File: src/rtl/bus_arbiter.sv
// Round-robin arbiter sharing one 9-bit memory/IO bus among NREQ requesters.
// Each transfer runs over two cycles: the bus is driven, then the access is acked.
module bus_arbiter #(
  parameter int unsigned NREQ = 2,
  parameter int unsigned AW   = 9,
  parameter int unsigned DW   = 9
) (
  input  logic              clock,
  input  logic              resetn,
  input  logic [NREQ-1:0]   req,
  input  logic [NREQ*AW-1:0] addr,
  input  logic [NREQ*DW-1:0] wdata,
  input  logic [NREQ-1:0]   we,
  output logic [NREQ-1:0]   gnt,
  output logic [NREQ-1:0]   ack,
  output logic [DW-1:0]     rdata,
  output logic [AW-1:0]     bus_addr,
  output logic [DW-1:0]     bus_dout,
  output logic              bus_write,
  input  logic [DW-1:0]     bus_din,
  output logic              busy
);

  localparam int unsigned IdxW = (NREQ > 1) ? $clog2(NREQ) : 1;

  typedef enum logic [1:0] {StIdle, StAccess, StRespond} state_e;

  state_e          state_q, state_d;
  logic [NREQ-1:0] gnt_q, gnt_d;
  logic [NREQ-1:0] ack_q, ack_d;
  logic [DW-1:0]   rdata_q, rdata_d;
  logic [AW-1:0]   bus_addr_q, bus_addr_d;
  logic [DW-1:0]   bus_dout_q, bus_dout_d;
  logic            bus_write_q, bus_write_d;
  logic [IdxW-1:0] last_q, last_d;
  logic [IdxW-1:0] owner_q, owner_d;

  logic [AW-1:0] addr_arr  [NREQ];
  logic [DW-1:0] wdata_arr [NREQ];

  for (genvar g = 0; g < NREQ; g++) begin : g_unpack
    assign addr_arr[g]  = addr[g*AW +: AW];
    assign wdata_arr[g] = wdata[g*DW +: DW];
  end

  logic [NREQ-1:0] cand;
  logic            win_valid;
  logic [IdxW-1:0] win_idx;

  always_comb begin
    cand = req;
    // The owner being acked cannot win again straight away.
    if (state_q == StRespond) begin
      cand = req & ~(NREQ'(1) << owner_q);
    end
    win_valid = 1'b0;
    win_idx   = '0;
    for (int unsigned i = 1; i <= NREQ; i++) begin
      if (!win_valid && cand[IdxW'((32'(last_q) + i) % NREQ)]) begin
        win_valid = 1'b1;
        win_idx   = IdxW'((32'(last_q) + i) % NREQ);
      end
    end
  end

  always_comb begin
    state_d     = state_q;
    gnt_d       = gnt_q;
    ack_d       = '0;
    rdata_d     = rdata_q;
    bus_addr_d  = bus_addr_q;
    bus_dout_d  = bus_dout_q;
    bus_write_d = 1'b0;
    last_d      = last_q;
    owner_d     = owner_q;
    unique case (state_q)
      StIdle, StRespond: begin
        state_d = StIdle;
        gnt_d   = '0;
        if (win_valid) begin
          state_d     = StAccess;
          owner_d     = win_idx;
          gnt_d       = NREQ'(1) << win_idx;
          bus_addr_d  = addr_arr[win_idx];
          bus_dout_d  = wdata_arr[win_idx];
          bus_write_d = we[win_idx];
        end
      end
      StAccess: begin
        state_d = StRespond;
        ack_d   = gnt_q;
        last_d  = owner_q;
        if (!bus_write_q) begin
          rdata_d = bus_din;
        end
      end
      default: state_d = StIdle;
    endcase
  end

  always_ff @(posedge clock or negedge resetn) begin
    if (!resetn) begin
      state_q     <= StIdle;
      gnt_q       <= '0;
      ack_q       <= '0;
      rdata_q     <= '0;
      bus_addr_q  <= '0;
      bus_dout_q  <= '0;
      bus_write_q <= 1'b0;
      last_q      <= IdxW'(NREQ - 1);
      owner_q     <= '0;
    end else begin
      state_q     <= state_d;
      gnt_q       <= gnt_d;
      ack_q       <= ack_d;
      rdata_q     <= rdata_d;
      bus_addr_q  <= bus_addr_d;
      bus_dout_q  <= bus_dout_d;
      bus_write_q <= bus_write_d;
      last_q      <= last_d;
      owner_q     <= owner_d;
    end
  end

  assign gnt       = gnt_q;
  assign ack       = ack_q;
  assign rdata     = rdata_q;
  assign bus_addr  = bus_addr_q;
  assign bus_dout  = bus_dout_q;
  assign bus_write = bus_write_q;
  assign busy      = (state_q != StIdle);

endmodule

File: config.mk
export PLATFORM = sky130hd
export DESIGN_NAME = bus_arbiter
export DESIGN_NICKNAME = d
export VERILOG_FILES = /design/src/rtl/bus_arbiter.sv
export SDC_FILE = /design/constraint.sdc
export NUM_CORES = 1
export LEC_CHECK = 0
export CORE_ASPECT_RATIO = 1.5
export CORE_MARGIN = 3
export CORE_UTILIZATION = 35
export CTS_BUF_LIST = sky130_fd_sc_hd__clkbuf_4 sky130_fd_sc_hd__clkbuf_8
export DETAILED_ROUTE_END_ITERATION = 6
export GPL_TIMING_DRIVEN = 0
export PLACE_DENSITY = 0.8
export SETUP_SLACK_MARGIN = 0.02
export SLEW_MARGIN = 20
export SYNTH_ARGS = -nofsm -noshare
export SYNTH_HDL_FRONTEND = slang
export SYNTH_SLANG_ARGS = --single-unit
File: constraint.sdc
create_clock -name clock -period 2.1 [get_ports clock]
set_input_delay 0.63 -clock clock [delete_from_list [all_inputs] [get_ports clock]]
set_output_delay 0.63 -clock clock [all_outputs]
set_load 0.005 [all_outputs]
After elaboration in Yosys (flattened, before gate mapping)
Index checks and enable logic that the tools add are counted.
- input bits: 51
- flip-flop bits (word level): 36
- logic and storage cells: 53
- output and inout port bits: 33
- add/subtract/negate cells: 2
- shift-type cells: 2
- magnitude comparators: 4
- bitwise gates (word level): 4
- reduce and logical (&&, ||, !) cells: 7
- eq/ne operators: 2
- mux-type cells: 23
- operators by type and width (kind ; number):
    $mux 9 ; 6
    $mux 1 ; 13
    $lt 1x2->1 const B ; 3
    $mux 2 ; 3
    $pmux 2 s2 ; 1
    $reduce_and 2->1 ; 2
    $shl 1x1->2 const A ; 2
    $add 1x1->1 const B ; 2
    $and 2x2->2 ; 1
    $eq 2x1->1 const B ; 1
    $eq 2x2->1 const B ; 1
    $ge 2x2->1 const B ; 1
    $logic_not 2->1 ; 1
    $not 1->2 ; 1
    $not 2->2 ; 1
    $reduce_bool 2->1 ; 1
    $reduce_or 2->1 ; 1
    $logic_and 1x1->1 ; 1
    $logic_not 1->1 ; 1
    $not 1->1 ; 1

Depth between registers and ports, before layout
Gate-level depths: netlist of the first run.
- depth after elaboration: 14
- gate-level depth with buffers: 6
- depth with buffers taken out: 4

Least setup slack after synthesis of the first run
No wires, ideal clock.
- path type: input to register
- from: in req[0]
- to: reg bus_addr_q[4], in the netlist bus_addr[4]
- data required time: 1.975 ns
- stages: 5
- slack: 0.311 ns
- arrival: 1.663 ns
- library setup time: 0.125 ns
- buffers on the path: 1
- path through: nand2_1 o211ai_4 buf_6 mux2_2 mux2_4
- longest elaborated chain between the ends: 12
- elaborated cells between the ends (all ways): 17
- those cells by class: mux (12); bitwise (2); reduce/logical (3)
- RTL lines (what ; line ; RTL):
    from (decl) ; 10 ; input logic [NREQ-1:0] req,
    $and 2x2->2 ; 54 ; cand = req & ~(NREQ'(1) << owner_q);
    $mux 2 * ; 53 ; if (state_q == StRespond) begin
    $mux 1 (not written as such) (2 in series) ; 59 ; if (!win_valid && cand[IdxW'((32'(last_q) + i) % NREQ)]) begin
    $mux 1 ; 59 ;
    $logic_not 1->1 ; 59 ;
    $logic_and 1x1->1 ; 59 ;
    $mux 1 ; 59 ;
    $not 1->2 (not written as such) ; 84 ; bus_addr_d = addr_arr[win_idx];
    $mux 9 (not written as such) (3 in series) ; 84 ;
    to (signal assigned) ; 117 ; bus_addr_q <= bus_addr_d;
    to (decl) ; 32 ; logic [AW-1:0] bus_addr_q, bus_addr_d;
Mark *: on every way between the ends. The rest lies on a longest branch, timed or not. The select of a mux whose other input is x is not followed.
A chain may end at the register's enable or synchronous reset.

Final worst setup path of the first run
- from: reg state_q[0]
- to: out busy
- longest elaborated chain between the ends: 1
- RTL lines (what ; line ; RTL):
    from (decl) ; 28 ; state_e state_q, state_d;
    from (signal assigned) ; 103 ; state_q <= StIdle;
    from (signal assigned) ; 113 ; state_q <= state_d;
    $reduce_bool 2->1 ; 131 ; assign busy = (state_q != StIdle);
    to (decl) ; 21 ; output logic busy
Every way passes these cells.

==> results of run 1 <==
## registers in the layout, indices dropped and copies added, names as in the netlist
name       count
state_q        2
gnt            2
owner_q        1
last_q         1
bus_dout       9
bus_write      1
ack            2
rdata          9
bus_addr       9
## cell families after synthesis
kind of cell	Yosys count	synth area share
AND/OR/NAND/NOR	11	0.0449
flip-flops	36	0.531
AO/OA/AOI/OAI	7	0.0419
multiplexers	46	0.342
buffers and inverters	8	0.0405
## layout make-up
cell class                 count  area, sq um  share of cell area
tap                           64         80.1              0.0286
buffer                         6         65.1              0.0232
multi-input combinational     64          743               0.265
timing repair buffer          87          895               0.319
clock buffer                   5         68.8              0.0245
inverter                       2         7.51             0.00268
clock inverter                 3         42.5              0.0152
sequential                    36          902               0.322
## synth_stat cells
master | n | area share
inv_1 | 2 | 0.0044
o22ai_1 | 1 | 0.0037
dfstp_2 | 1 | 0.015
or2_2 | 1 | 0.0037
mux2_2 | 29 | 0.19
nand2b_1 | 1 | 0.0037
nand2_1 | 2 | 0.0044
and2_1 | 2 | 0.0074
nor2b_1 | 1 | 0.0037
buf_6 | 5 | 0.033
buf_2 | 1 | 0.0029
o21ai_0 | 1 | 0.0029
nor2b_4 | 1 | 0.0081
a311oi_2 | 1 | 0.0088
nor3b_1 | 1 | 0.0044
mux2_4 | 17 | 0.15
a21oi_1 | 1 | 0.0029
a31o_2 | 1 | 0.0052
dfrtp_1 | 35 | 0.52
and2b_2 | 1 | 0.0052
a22o_2 | 1 | 0.0059
o211ai_4 | 1 | 0.013
nand3b_1 | 1 | 0.0044
## layer usage
metal | global-route usage | part of all wire
met4 | 0.0552 | 0.012
met3 | 0.0458 | 0.084
met5 | 0 | 0
met1 | 0.138 | 0.38
met2 | 0.234 | 0.52
## critical path, stage by stage, from the launching register on
cell and delay (ns):
dfrtp_1 0.37, buf_6 0.14, or2_2 0.30, dlygate4sd2_1 0.27
## timing repair
item,CTS,global route
buffers inserted,1,1
gates resized for setup,1,4
pin swaps,2,1
gates cloned,0,1
endpoints found under the setup margin,16,17
## how the worst max path moves through the flow
| stage | endpoint | slack [ns] | cells past startpoint |
|---|---|---|---|
| after floorplan | bus_addr[4] | 0.31 | 5 |
| after global placement | owner_q | -0.40 | 1 |
| after detailed placement | bus_dout[6] | -0.33 | 6 |
| after CTS | bus_dout[6] | 0.02 | 6 |
| after global routing | bus_addr[0] | 0.04 | 5 |
| final | busy | 0.11 | 3 |
## power by group
part | internal [mW] | total [mW] | switching, mW
Clock | 0.351 | 0.594 | 0.242
Combinational | 1.31 | 1.89 | 0.579
Sequential | 1.05 | 1.24 | 0.191
## layout by cell type, fill, tap and decap left out, drive strengths merged, types with 2 or more instances in the layout
master / Yosys / final
dfrtp: 35 / 35
nand2: 2 / 2
nor2b: 2 / 2
clkbuf: 0 / 6
clkdlybuf4s50: 0 / 80
inv: 2 / 2
buf: 6 / 10
mux2: 46 / 46
and2: 2 / 2
==> flow_summary_export.csv, run 1 <==
group,metric,value,unit
worst_setup_path,r2r-end,"bus_dout[6]",
power_and_ir_drop,p_per_area,1330,nW/um^2
cells_and_area,final_area,2800,sq um
power_and_ir_drop,irDropWorstVdd,0.620,mV
drt,num_vias,1191,
clock_network,ctsHoldBuffers,0,
sta,whs,0.283,ns
floorplanning,die_x,62.9,um
clock_network,tritoncts,"yes",
sta,finalMaxSlewViolations,0,
place,place_area,2630,sq um
grt,antenna_found_initial,0,
drt,drc_errors,0,
clock_network,path_clk_slew,0.07,ns
grt,grt_pass1_wl,5.96,mm
power_and_ir_drop,p_leak,1.20,nW
place,pre_cts_ws,-0.330,ns
drt,drt-total-wl,3.69,mm
worst_setup_path,cp-start-kind,"flop",
sta,tightest_slew,0.436,ns
grt,grt_max_degree,20,
place,gp_congestion,0.747,
grt,overflow,0,
clock_network,clockBufferDepth,2,
sta,finalCriticalPeriod,1.99,ns
sta,relSlewSlack,0.709,
place,post-place-cells,256,
worst_setup_path,worst-r2r-setup-slack,0.28,ns
worst_setup_path,cp.arrival,1.36,ns
power_and_ir_drop,total_power,3.72,mW
drt,drt-pass1-iter-count,3,
min_path,holdCritPathClass,"in -> async",
synthesis,ys_seq_area_frac,0.531,
run,maxCapViolations,0,
sta,fmax,0.502,GHz
floorplanning,initial_core_util,0.368,
place,dpl.hpwl,2.80,mm
grt,grt.total_usage,0.132,
sta,worst_slack,0.107,ns
outcome,outcome,"completed",
floorplanning,fp.dieH,91.4,um
sta,finalHoldViolCount,0,
cells_and_area,drive_above_1_share,0.365,
worst_setup_path,crit_path_end_kind,"primary output",
floorplanning,die_area,5750,sq um
drt,vias_per_cell,4.46,
clock_network,cts-root-buf,"clkbuf_8",
cells_and_area,final_util,0.607,
sta,rsz0062_at_grt,"false",
synthesis,synth_fp_nets,159,
place,numPortBuffers,83,
sta,fin_crit_sh,0.949,
sta,setup_violations,0,
floorplanning,coreArea,4620,sq um
worst_setup_path,r2r_start,"state_q[1]",
clock_network,clkLatencyLatePin,0.28,ns
cells_and_area,final_nets,253,
worst_setup_path,worstPathMaxFanout,10,
cells_and_area,antenna_cells,0,
cells_and_area,synthToLayoutAreaGrowth,64.9,%
drt,ant_nets,0,
clock_network,cts.sinks,36,
floorplanning,row_count,30,
sta,fin_setup_tns,0,ns
drt,drt-wirelength-per-cell,13.8,um
drt,drtIter0Drc,15,
worst_setup_path,r2r_cells,5,
worst_setup_path,crit_required,1.47,ns
cells_and_area,finalNonFillerCells,267,
synthesis,ys_types,23,
synthesis,syn_inst,108,
synthesis,syn-cell-area,1700,sq um
worst_setup_path,crit_start,"state_q[0]",
clock_network,numCtsBuffers,5,
floorplanning,ios,84,
sta,fin_skew,0.00602,ns
synthesis,postSynthAreaPerCell,15.7,sq um
cells_and_area,fillCellCount,375,
synthesis,ys_warn_count,0,
worst_setup_path,crit_type,"reg -> out",
grt,first_global_vias,1256,
clock_network,cts_max_level,2,
synthesis,synth.ff_latch_count,36,
Power figures use the tool's default switching activity.
==> run 2, diff against run 1 <==
- REMOVE_ABC_BUFFERS: unset -> 1
- SLEW_MARGIN: 20 -> unset
==> flow_summary_export.csv, run 2 (same netlist as run 1, synthesis figures left out) <==
group,metric,value,unit
outcome,outcome,"completed",
worst_setup_path,worstPathCellList,"buf_4 > and2b_2 > nor2b_1 > mux2_2",
cells_and_area,antenna_cells,0,
floorplanning,die_area,5750,sq um
worst_setup_path,cp_top_family,"simple AND/OR/NAND/NOR gates",
sta,finalCriticalPeriod,1.94,ns
worst_setup_path,cp-start-kind,"flop",
drt,vias_per_cell,4.58,
grt,overflow,0,
power_and_ir_drop,power_frac_seq,0.336,
run,maxCapViolations,0,
worst_setup_path,crit_required,2.27,ns
power_and_ir_drop,p_clk_frac,0.134,
cells_and_area,final_cell_mix,"clkdlybuf4s50_1, dfrtp_1, mux2_2",
power_and_ir_drop,irDropWorstVdd,0.777,mV
sta,finalHoldViolCount,0,
worst_setup_path,worst-r2r-setup-slack,0.16,ns
clock_network,ctsHoldBuffers,0,
drt,ant_nets,0,
cells_and_area,final_common_cell,"clkdlybuf4s50_1",
clock_network,cts_max_level,2,
sta,finalMaxSlewViolations,0,
floorplanning,coreArea,4620,sq um
cells_and_area,synthToLayoutAreaGrowth,64.1,%
sta,setup_violations,0,
drt,drtIter0Drc,8,
worst_setup_path,cp_slowest_stage_delay,0.63,ns
grt,grt_pass1_wl,6.44,mm
sta,fin_crit_sh,0.923,
clock_network,cts-root-buf,"clkbuf_8",
cells_and_area,fillCellCount,357,
worst_setup_path,path_buf_inv,1,
floorplanning,fp.dieH,91.4,um
floorplanning,die_x,62.9,um
clock_network,clkLatencyLatePin,0.28,ns
sta,fin_skew,0.00549,ns
grt,antenna_found_initial,0,
worst_setup_path,cp.arrival,2.10,ns
place,gp_congestion,0.723,
place,pre_cts_ws,-0.620,ns
place,dpl.hpwl,2.74,mm
worst_setup_path,crit_type,"reg -> reg",
grt,grt.total_usage,0.147,
sta,rsz0062_at_grt,"false",
sta,worst_slack,0.161,ns
power_and_ir_drop,total_power,3.72,mW
power_and_ir_drop,p_int,2.66,mW
power_and_ir_drop,comb_power_share,0.530,
sta,tightest_slew,0.785,ns
clock_network,path_clk_slew,0.07,ns
power_and_ir_drop,p_per_area,1330,nW/um^2
floorplanning,row_count,30,
power_and_ir_drop,switching_share,0.285,
drt,drt-pass1-iter-count,2,
cells_and_area,final_nets,254,
worst_setup_path,crit_slowest_cell,"nor2b_1",
drt,num_vias,1227,
worst_setup_path,worstPathMaxFanout,9,
place,numPortBuffers,83,
drt,drt-total-wl,3.92,mm
power_and_ir_drop,p_leak,1.19,nW
sta,whs,0.423,ns
clock_network,numCtsBuffers,5,
sta,relSlewSlack,0.477,
cells_and_area,drive_above_1_share,0.377,
floorplanning,ios,84,
min_path,holdCritPathClass,"in -> async",
drt,drc_errors,0,
clock_network,clockBufferDepth,2,
clock_network,tritoncts,"yes",
clock_network,cts.sinks,36,
floorplanning,initial_core_util,0.368,
sta,fmax,0.516,GHz
power_and_ir_drop,p_sw,1.06,mW
grt,first_global_vias,1310,
worst_setup_path,crit_path_end_kind,"flop",
drt,drt-wirelength-per-cell,14.6,um
grt,grt_max_degree,37,
run 2: cell count changes in the layout (fill, tap and decap cells not counted), sizes merged:
| cell | previous run | this run |
|---|---|---|
| buf | 10 | 11 |
| bufinv | 1 | 0 |
| clkdlybuf4s50 | 80 | 79 |
| clkinv | 1 | 2 |
| clkinvlp | 1 | 0 |
| dlymetal6s2s | 1 | 2 |
| o211ai | 1 | 2 |
run 2: path summary, 6_finish.rpt:
check / start / endpoint / cells past startpoint
max: state_q[1] / rdata[8] / 4
min: resetn / bus_dout[1] / 1
max reg2reg: state_q[1] / rdata[8] / 4
min reg2reg: rdata[8] / rdata[8] / 1
max in group asynchronous: resetn / state_q[0] / 1
min in group clock: rdata[8] / rdata[8] / 1
run 2: layout make-up:
type	count	area (sq um)	share of cell area
inverter	2	7.51	0.00269
clock buffer	6	82.6	0.0296
tap	64	80.1	0.0287
sequential	36	905	0.324
timing repair buffer	93	941	0.337
multi-input combinational	65	764	0.274
clock inverter	2	10.0	0.00359
run 2: worst register-to-register path, cell delays in order (launching register included):
cell and delay [ns]:
dfrtp_2 0.41, buf_4 0.13, and2b_2 0.24, nor2b_1 0.63, mux2_2 0.41
run 2: what timing repair did:
| action | CTS | global route |
|---|---|---|
| pin swaps | 3 | 1 |
| buffers inserted | 9 | 0 |
| cloned | 1 | 0 |
| resized for setup | 6 | 2 |
| setup endpoints to repair | 21 | 16 |
run 2: stage by stage:
| stage | TNS, ns | instance area, sq um | util | std cells |
|---|---|---|---|---|
| after CTS | 0 | 2790 | 0.603 | 268 |
| after floorplan | -8.90 | 1640 | - | 102 |
| after global placement | -43.01 | 2550 | 0.552 | 249 |
| final | 0 | 2790 | 0.604 | 268 |
| after detailed placement | -11.91 | 2580 | 0.560 | 250 |
| after global routing | 0 | 2790 | 0.604 | 268 |
run 2: layer usage:
metal / vias to the layer above / GRT usage / share of wire
li1: 576 / - / -
met1: 571 / 0.156 / 0.37
met2: 74 / 0.240 / 0.51
met3: 6 / 0.0705 / 0.11
met4: 0 / 0.0737 / 0.017
met5: - / 0 / 0
run 2: power groups by stage:
| stage | sequential [mW] | combinational (mW) | clock, mW |
|---|---|---|---|
| after global routing | 1.30 | 2.10 | 0.550 |
| after CTS | 1.26 | 2.00 | 0.532 |
| after detailed placement | 1.28 | 1.81 | 0 |
| after floorplan | 1.28 | 0.845 | 0 |
| final | 1.25 | 1.97 | 0.498 |
| after global placement | 1.26 | 1.73 | 0 |
==> edit 1 (config.mk and constraints of run 1) <==
Reset style: synchronous (`resetn`), changed in one clocked block.
--- a/src/rtl/bus_arbiter.sv
+++ b/src/rtl/bus_arbiter.sv
@@ -98,7 +98,7 @@
     endcase
   end
 
-  always_ff @(posedge clock or negedge resetn) begin
+  always_ff @(posedge clock) begin
     if (!resetn) begin
       state_q     <= StIdle;
       gnt_q       <= '0;
Function: differs if resetn is asserted again (counterexample within 4 cycles, from zero or initial values and one cycle with resetn low); with resetn held inactive, the same outputs for 10 cycles.
==> edit 1 against run 1 <==
  * Fmax grew 0.51%
  * Worst setup slack gained 0.010 ns
  * Wire length grew 52%
  * Sequential cell count is the same
  * Design area grew 1.3%
  * First-iteration DRC count grew to 11 times the old value
  * Global-route usage grew 5.4 points
  * Area after synthesis grew 9.1%
  * Sequential share of layout area shrank 6.8 points
  * Critical path depth is the same
  * Register-to-register slack gained 0.26 ns
  * Via count grew 64%
Power is not compared: it rests on default switching activity, and its combinational part moved more than twofold at a synthesized area within 25%.
==> edit 1: results (changes against run 1) <==
INFO  metric regToRegSetupSlack = 0.54 ns (+0.26 ns)
INFO  metric tightest_slew = 0.475 ns (+0.0390 ns)
INFO  metric placedCellCount = 352 (+38%)
INFO  metric drt-vias-per-instance = 5.44 (+22%)
INFO  metric reg2reg_to = bus_addr[1]
INFO  metric multi_input_comb_area = 978 sq um (+32%)
INFO  metric num-nets-final = 342 (+35%)
INFO  metric final-seq-area = 721 sq um (-20%)
INFO  metric mappedNetlistNets = 256 (+61%)
INFO  metric multi_input_cells = 144 (+130%)
INFO  metric place.detailed.hpwl = 4.13 mm (+48%)
INFO  metric path_max_fanout = 19 (+9)
INFO  metric postCtsSetupRepairBufs = 0 (-1)
INFO  metric seq_area_frac_synth = 38.8% (-14 points)
INFO  metric final.signal_buffer_count = 102 (+9.7%)
INFO  metric route.final.wire_length = 5.60 mm (+52%)
INFO  metric portBuffers = 81 (-2.4%)
INFO  metric clk_share = 3.43% (-0.54 points)
INFO  metric post_synth_main_area_contributors = dfxtp_1, nand4_1, a22oi_1
INFO  metric critPathSlowestCell = dfxtp_1
INFO  metric timing.clock.skew = 0.00293 ns (-0.00310 ns)
INFO  metric final.hold.worst_slack = 0.492 ns (+0.209 ns)
INFO  metric grt_first_pass_wirelength = 8.96 mm (+50%)
INFO  metric detailedRoute.firstIterationViolations = 167 (+152)
INFO  metric synth_flop_cell = dfxtp_1
INFO  metric status = finished, final reports clean
INFO  metric detail_route.first_pass.iterations = 4 (+1)
INFO  metric synth_cell_type_count = 35 (+52%)
INFO  metric bufAreaShareNonClock = 33.6% (-0.63 points)
INFO  metric layout-drive-gt1-share = 10.6% (-26 points)
INFO  metric syn-instance-count = 205 (+90%)
INFO  metric hold_path_class = flip-flop to flip-flop
==> edit 1: worst max-delay path by stage <==
stage                    start          end  slack [ns]  cells after the start
global route        state_q[1]         busy        0.08                      3
CTS                     resetn     rdata[0]        0.06                      5
floorplan               req[1]  bus_addr[1]        0.47                      6
finish              state_q[1]         busy        0.12                      3
global placement        resetn     rdata[7]       -0.21                      5
detailed placement      resetn     rdata[4]       -0.25                      5
==> edit 1: worst min-delay path, stage by stage, from the launching register on <==
cell	delay [ns]
dfxtp_1	0.33
mux2i_1	0.06
nor2_1	0.07
==> edit 1: per-stage QoR <==
stage               utilization (%)  setup WS (ns)  cell area [sq um]
floorplan                         -          0.473               1860
global placement               55.4         -0.213               2750
detailed placement             55.4         -0.250               2750
CTS                            57.2         0.0631               2840
global route                   57.2         0.0772               2840
finish                         57.2          0.117               2840
==> edit 1: timing repair <==
| item | in CTS | in global routing |
|---|---|---|
| hold endpoints to repair | 0 | 0 |
| resized for setup | 2 | 2 |
| endpoints found under the setup margin | 1 | 10 |
==> edit 1: logic make-up after synthesis <==
family	count (synthesis)	share of synthesized area (%)
simple gates	88	28.6
buf+inv	25	8.43
compound gates	45	17.5
flops	36	38.8
mux	11	6.61
==> edit 1: power by group through the flow <==
stage          Clock [W]  Sequential [W]  Combinational (W)
5_1_grt         0.000574        0.000786           0.000502
2_1_floorplan          0        0.000788           0.000220
4_1_cts         0.000543        0.000777           0.000466
3_3_place_gp           0        0.000787           0.000462
6_report        0.000532        0.000778           0.000463
3_5_place_dp           0        0.000789           0.000469
==> edit 1: metal layers <==
layer	vias up	global-route usage [%]	share of wire, %
li1	948	-	-
met1	893	20.2	38
met2	92	31.8	51
met3	16	6.60	8.1
met4	0	8.48	2.6
met5	-	0	0
==> edit 2 (settings of run 1) <==
Without the edit above. The parameter `NREQ` goes from 2 to 4.
--- a/src/rtl/bus_arbiter.sv
+++ b/src/rtl/bus_arbiter.sv
@@ -1,7 +1,7 @@
 // Round-robin arbiter sharing one 9-bit memory/IO bus among NREQ requesters.
 // Each transfer runs over two cycles: the bus is driven, then the access is acked.
 module bus_arbiter #(
-  parameter int unsigned NREQ = 2,
+  parameter int unsigned NREQ = 4,
   parameter int unsigned AW   = 9,
   parameter int unsigned DW   = 9
 ) (
Interface: changed (6 resized); port bits go from 84 to 128. No check against the original RTL was run, so the function may have changed too.
==> edit 2 against run 1 <==
  * The flow now finishes with violations (setup timing)
  * Sequential cell count increased by 6
  * Area after synthesis increased by 54%
  * Wire length increased by 150%
  * Worst setup slack got worse by 0.25 ns
  * Design area increased by 67%
  * Power increased by 64%
  * Core utilization increased by 3.9 points
  * Critical path depth increased by 1
  * Final cell count increased by 96%
==> edit 2: results (changes against run 1) <==
INFO  metric seq_area_frac_synth = 40.3% (-13 points)
INFO  metric grt_start_max_net_pins = 24 (+20%)
INFO  metric layout-drive-gt1-share = 31.6% (-4.8 points)
INFO  metric tightest_slew = 0.492 ns (+0.0557 ns)
INFO  metric synth_compound_area_share = 30.3% (+26 points)
INFO  metric multiplexer_share_of_the_synthesized_area = 9.71% (-25 points)
INFO  metric wl_per_cell = 17.6 um (+27%)
INFO  metric insertedDiodeCount = 0 (unchanged)
INFO  metric gp_routability_congestion = 0.857 (+15%)
INFO  metric detailedRoute.firstIterationViolations = 78 (+63)
INFO  metric num-nets-final = 514 (+100%)
INFO  metric grt_util_all_layers = 20.9% (+7.7 points)
INFO  metric netSwitchingFraction = 38.8% (+12 points)
INFO  metric regToRegSetupSlack = -0.12 ns (-0.40 ns)
INFO  metric timing.rr.start = state_q[0]
INFO  metric synth_flop_cell = dfrtp_1
INFO  metric violations = setup timing
INFO  metric max_stage_delay = 0.40 ns (+0.03 ns)
INFO  metric portBuffers = 127 (+53%)
INFO  metric clock_latency_on_the_worst_skew_pair = 0.31 ns (+0.03 ns)
INFO  metric synthesized_area_per_cell = 10.0 sq um (-36%)
INFO  metric status = finished with violations
INFO  metric finalSetupViolCount = 19 (+19)
INFO  metric r2r.worst_path.cells = 8 (+3)
INFO  metric placedInstanceArea = 4040 sq um (+53%)
INFO  metric grt_pass1_vias = 2857 (+130%)
INFO  metric hold_path_class = input pin to async pin
INFO  metric yosys.area_share.adder = 0% (unchanged)
INFO  metric cts_max_level = 2 (unchanged)
INFO  metric placedCellCount = 489 (+91%)
INFO  metric drtAntennaViolNets = 0 (unchanged)
INFO  metric xor_xnor_cell_area_share_of_the_yosys_netlist = 0% (unchanged)
INFO  metric static-leakage-power = 1.85 nW (+55%)
INFO  metric route.final.wire_length = 9.21 mm (+150%)
INFO  metric critPathSlowestCell = dfrtp_1
INFO  metric grt_first_pass_wirelength = 14.2 mm (+140%)
INFO  metric detail_route.first_pass.iterations = 4 (+1)
INFO  metric detailroute.via_count = 2820 (+140%)
INFO  metric cts.clk_slew.worst_paths = 0.09 ns (+0.02 ns)
INFO  metric grt_antenna_before_repair = 0 (unchanged)
INFO  metric place.detailed.hpwl = 6.54 mm (+130%)
INFO  metric synth_cell_type_count = 58 (+150%)
INFO  metric ctsRootBufferMaster = clkbuf_8
INFO  metric filler_cell_count = 585 (+56%)
INFO  metric netlist_top_cells_count = dfrtp_1, nor2_1, o21ai_0
INFO  metric final.setup.worst_slack = -0.145 ns (-0.253 ns)
INFO  metric cts_buffers = 5 (unchanged)
INFO  metric timing.clock.skew = 0.0159 ns (+0.00991 ns)
INFO  metric critical_path_arrival = 1.62 ns (+0.26 ns)
INFO  metric worst_voltage_drop_across_the_vdd_grid = 643 uV (+3.8%)
INFO  metric mappedNetlistNets = 352 (+120%)
INFO  metric final.hold.worst_slack = 0.277 ns (-0.00563 ns)
INFO  metric async_s_r_ff_share_synth = 100% (unchanged)
INFO  metric post_synth_main_area_contributors = dfrtp_1, mux2i_1, mux2_2
INFO  metric reg2reg_to = bus_addr[1]
==> edit 2: cell count changes in the layout (fill, tap and decap cells not counted), sizes merged, moves of 15 or more <==
cell and change:
a211oi +18, a21oi +15, buf +30, clkdlybuf4s50 +41, mux2 -35, nor2 +28
o21ai +25
==> edit 2: power by group through the flow <==
stage	clock network (W)	registers [W]	logic, W
final	0.000661	0.00149	0.00393
after CTS	0.000673	0.00148	0.00375
after detailed placement	0	0.00152	0.00318
after floorplan	0	0.00150	0.00182
after global placement	0	0.00150	0.00310
after global routing	0.000704	0.00154	0.00423
==> edit 2: worst max path at each step <==
stage	start	endpoint	slack [ns]	depth (start not counted)
finish	state_q[0]	busy	-0.15	4
global route	state_q[0]	bus_addr[5]	-0.20	8
CTS	state_q[0]	busy	-0.14	4
detailed placement	req[3]	bus_addr[2]	-0.84	8
global placement	req[3]	bus_addr[5]	-0.81	8
floorplan	owner_q[0]	bus_addr[5]	0.009	7
==> edit 2: cell type report <==
cell class              instances  share of cell area [%]
multi-input cells             201                    36.5
repair buffers                155                    32.7
flip-flops and latches         42                    22.6
plain buffers                  15                    2.89
well taps                     100                    2.68
clock buffers                   6                    1.63
clock inverters                 2                   0.804
inverters                       3                   0.241
==> edit 2: routing by layer <==
metal  vias to the layer above  GRT usage (%)  routed length, um
li1                       1327              -                  -
met1                      1382           22.4               3390
met2                        93           40.1               5230
met3                        18           3.56                369
met4                         0           7.74                227
met5                         -              0                  0
==> edit 2: what timing repair did <==
action | CTS | global route
setup endpoints to repair | 26 | 25
pin swaps | 39 | 18
gates cloned | 4 | 0
buffers inserted | 21 | 5
gates resized for setup | 59 | 34
==> edit 2: worst max-delay path: cells and delay by family, from the launching register on <==
family,cells,cell delay (ns)
buffers and inverters,3,0.63
DFF,1,0.40
and+or+nand+nor,1,0.29
==> edit 2: cells by family after synthesis <==
| family | Yosys count |
|---|---|
| AOI/OAI and AO/OA | 105 |
| buffers and inverters | 19 |
| DFF | 42 |
| muxes | 24 |
| and+or+nand+nor | 71 |
==> edit 2: metrics by stage <==
step                      setup slack, ns  setup TNS [ns]  util, %
final                              -0.145           -1.47     64.6
after global routing               -0.195           -3.04     64.6
after CTS                          -0.139           -1.98     62.5
after detailed placement           -0.837          -18.88     55.9
after global placement             -0.805          -46.66     55.6
after floorplan                   0.00908               0        -
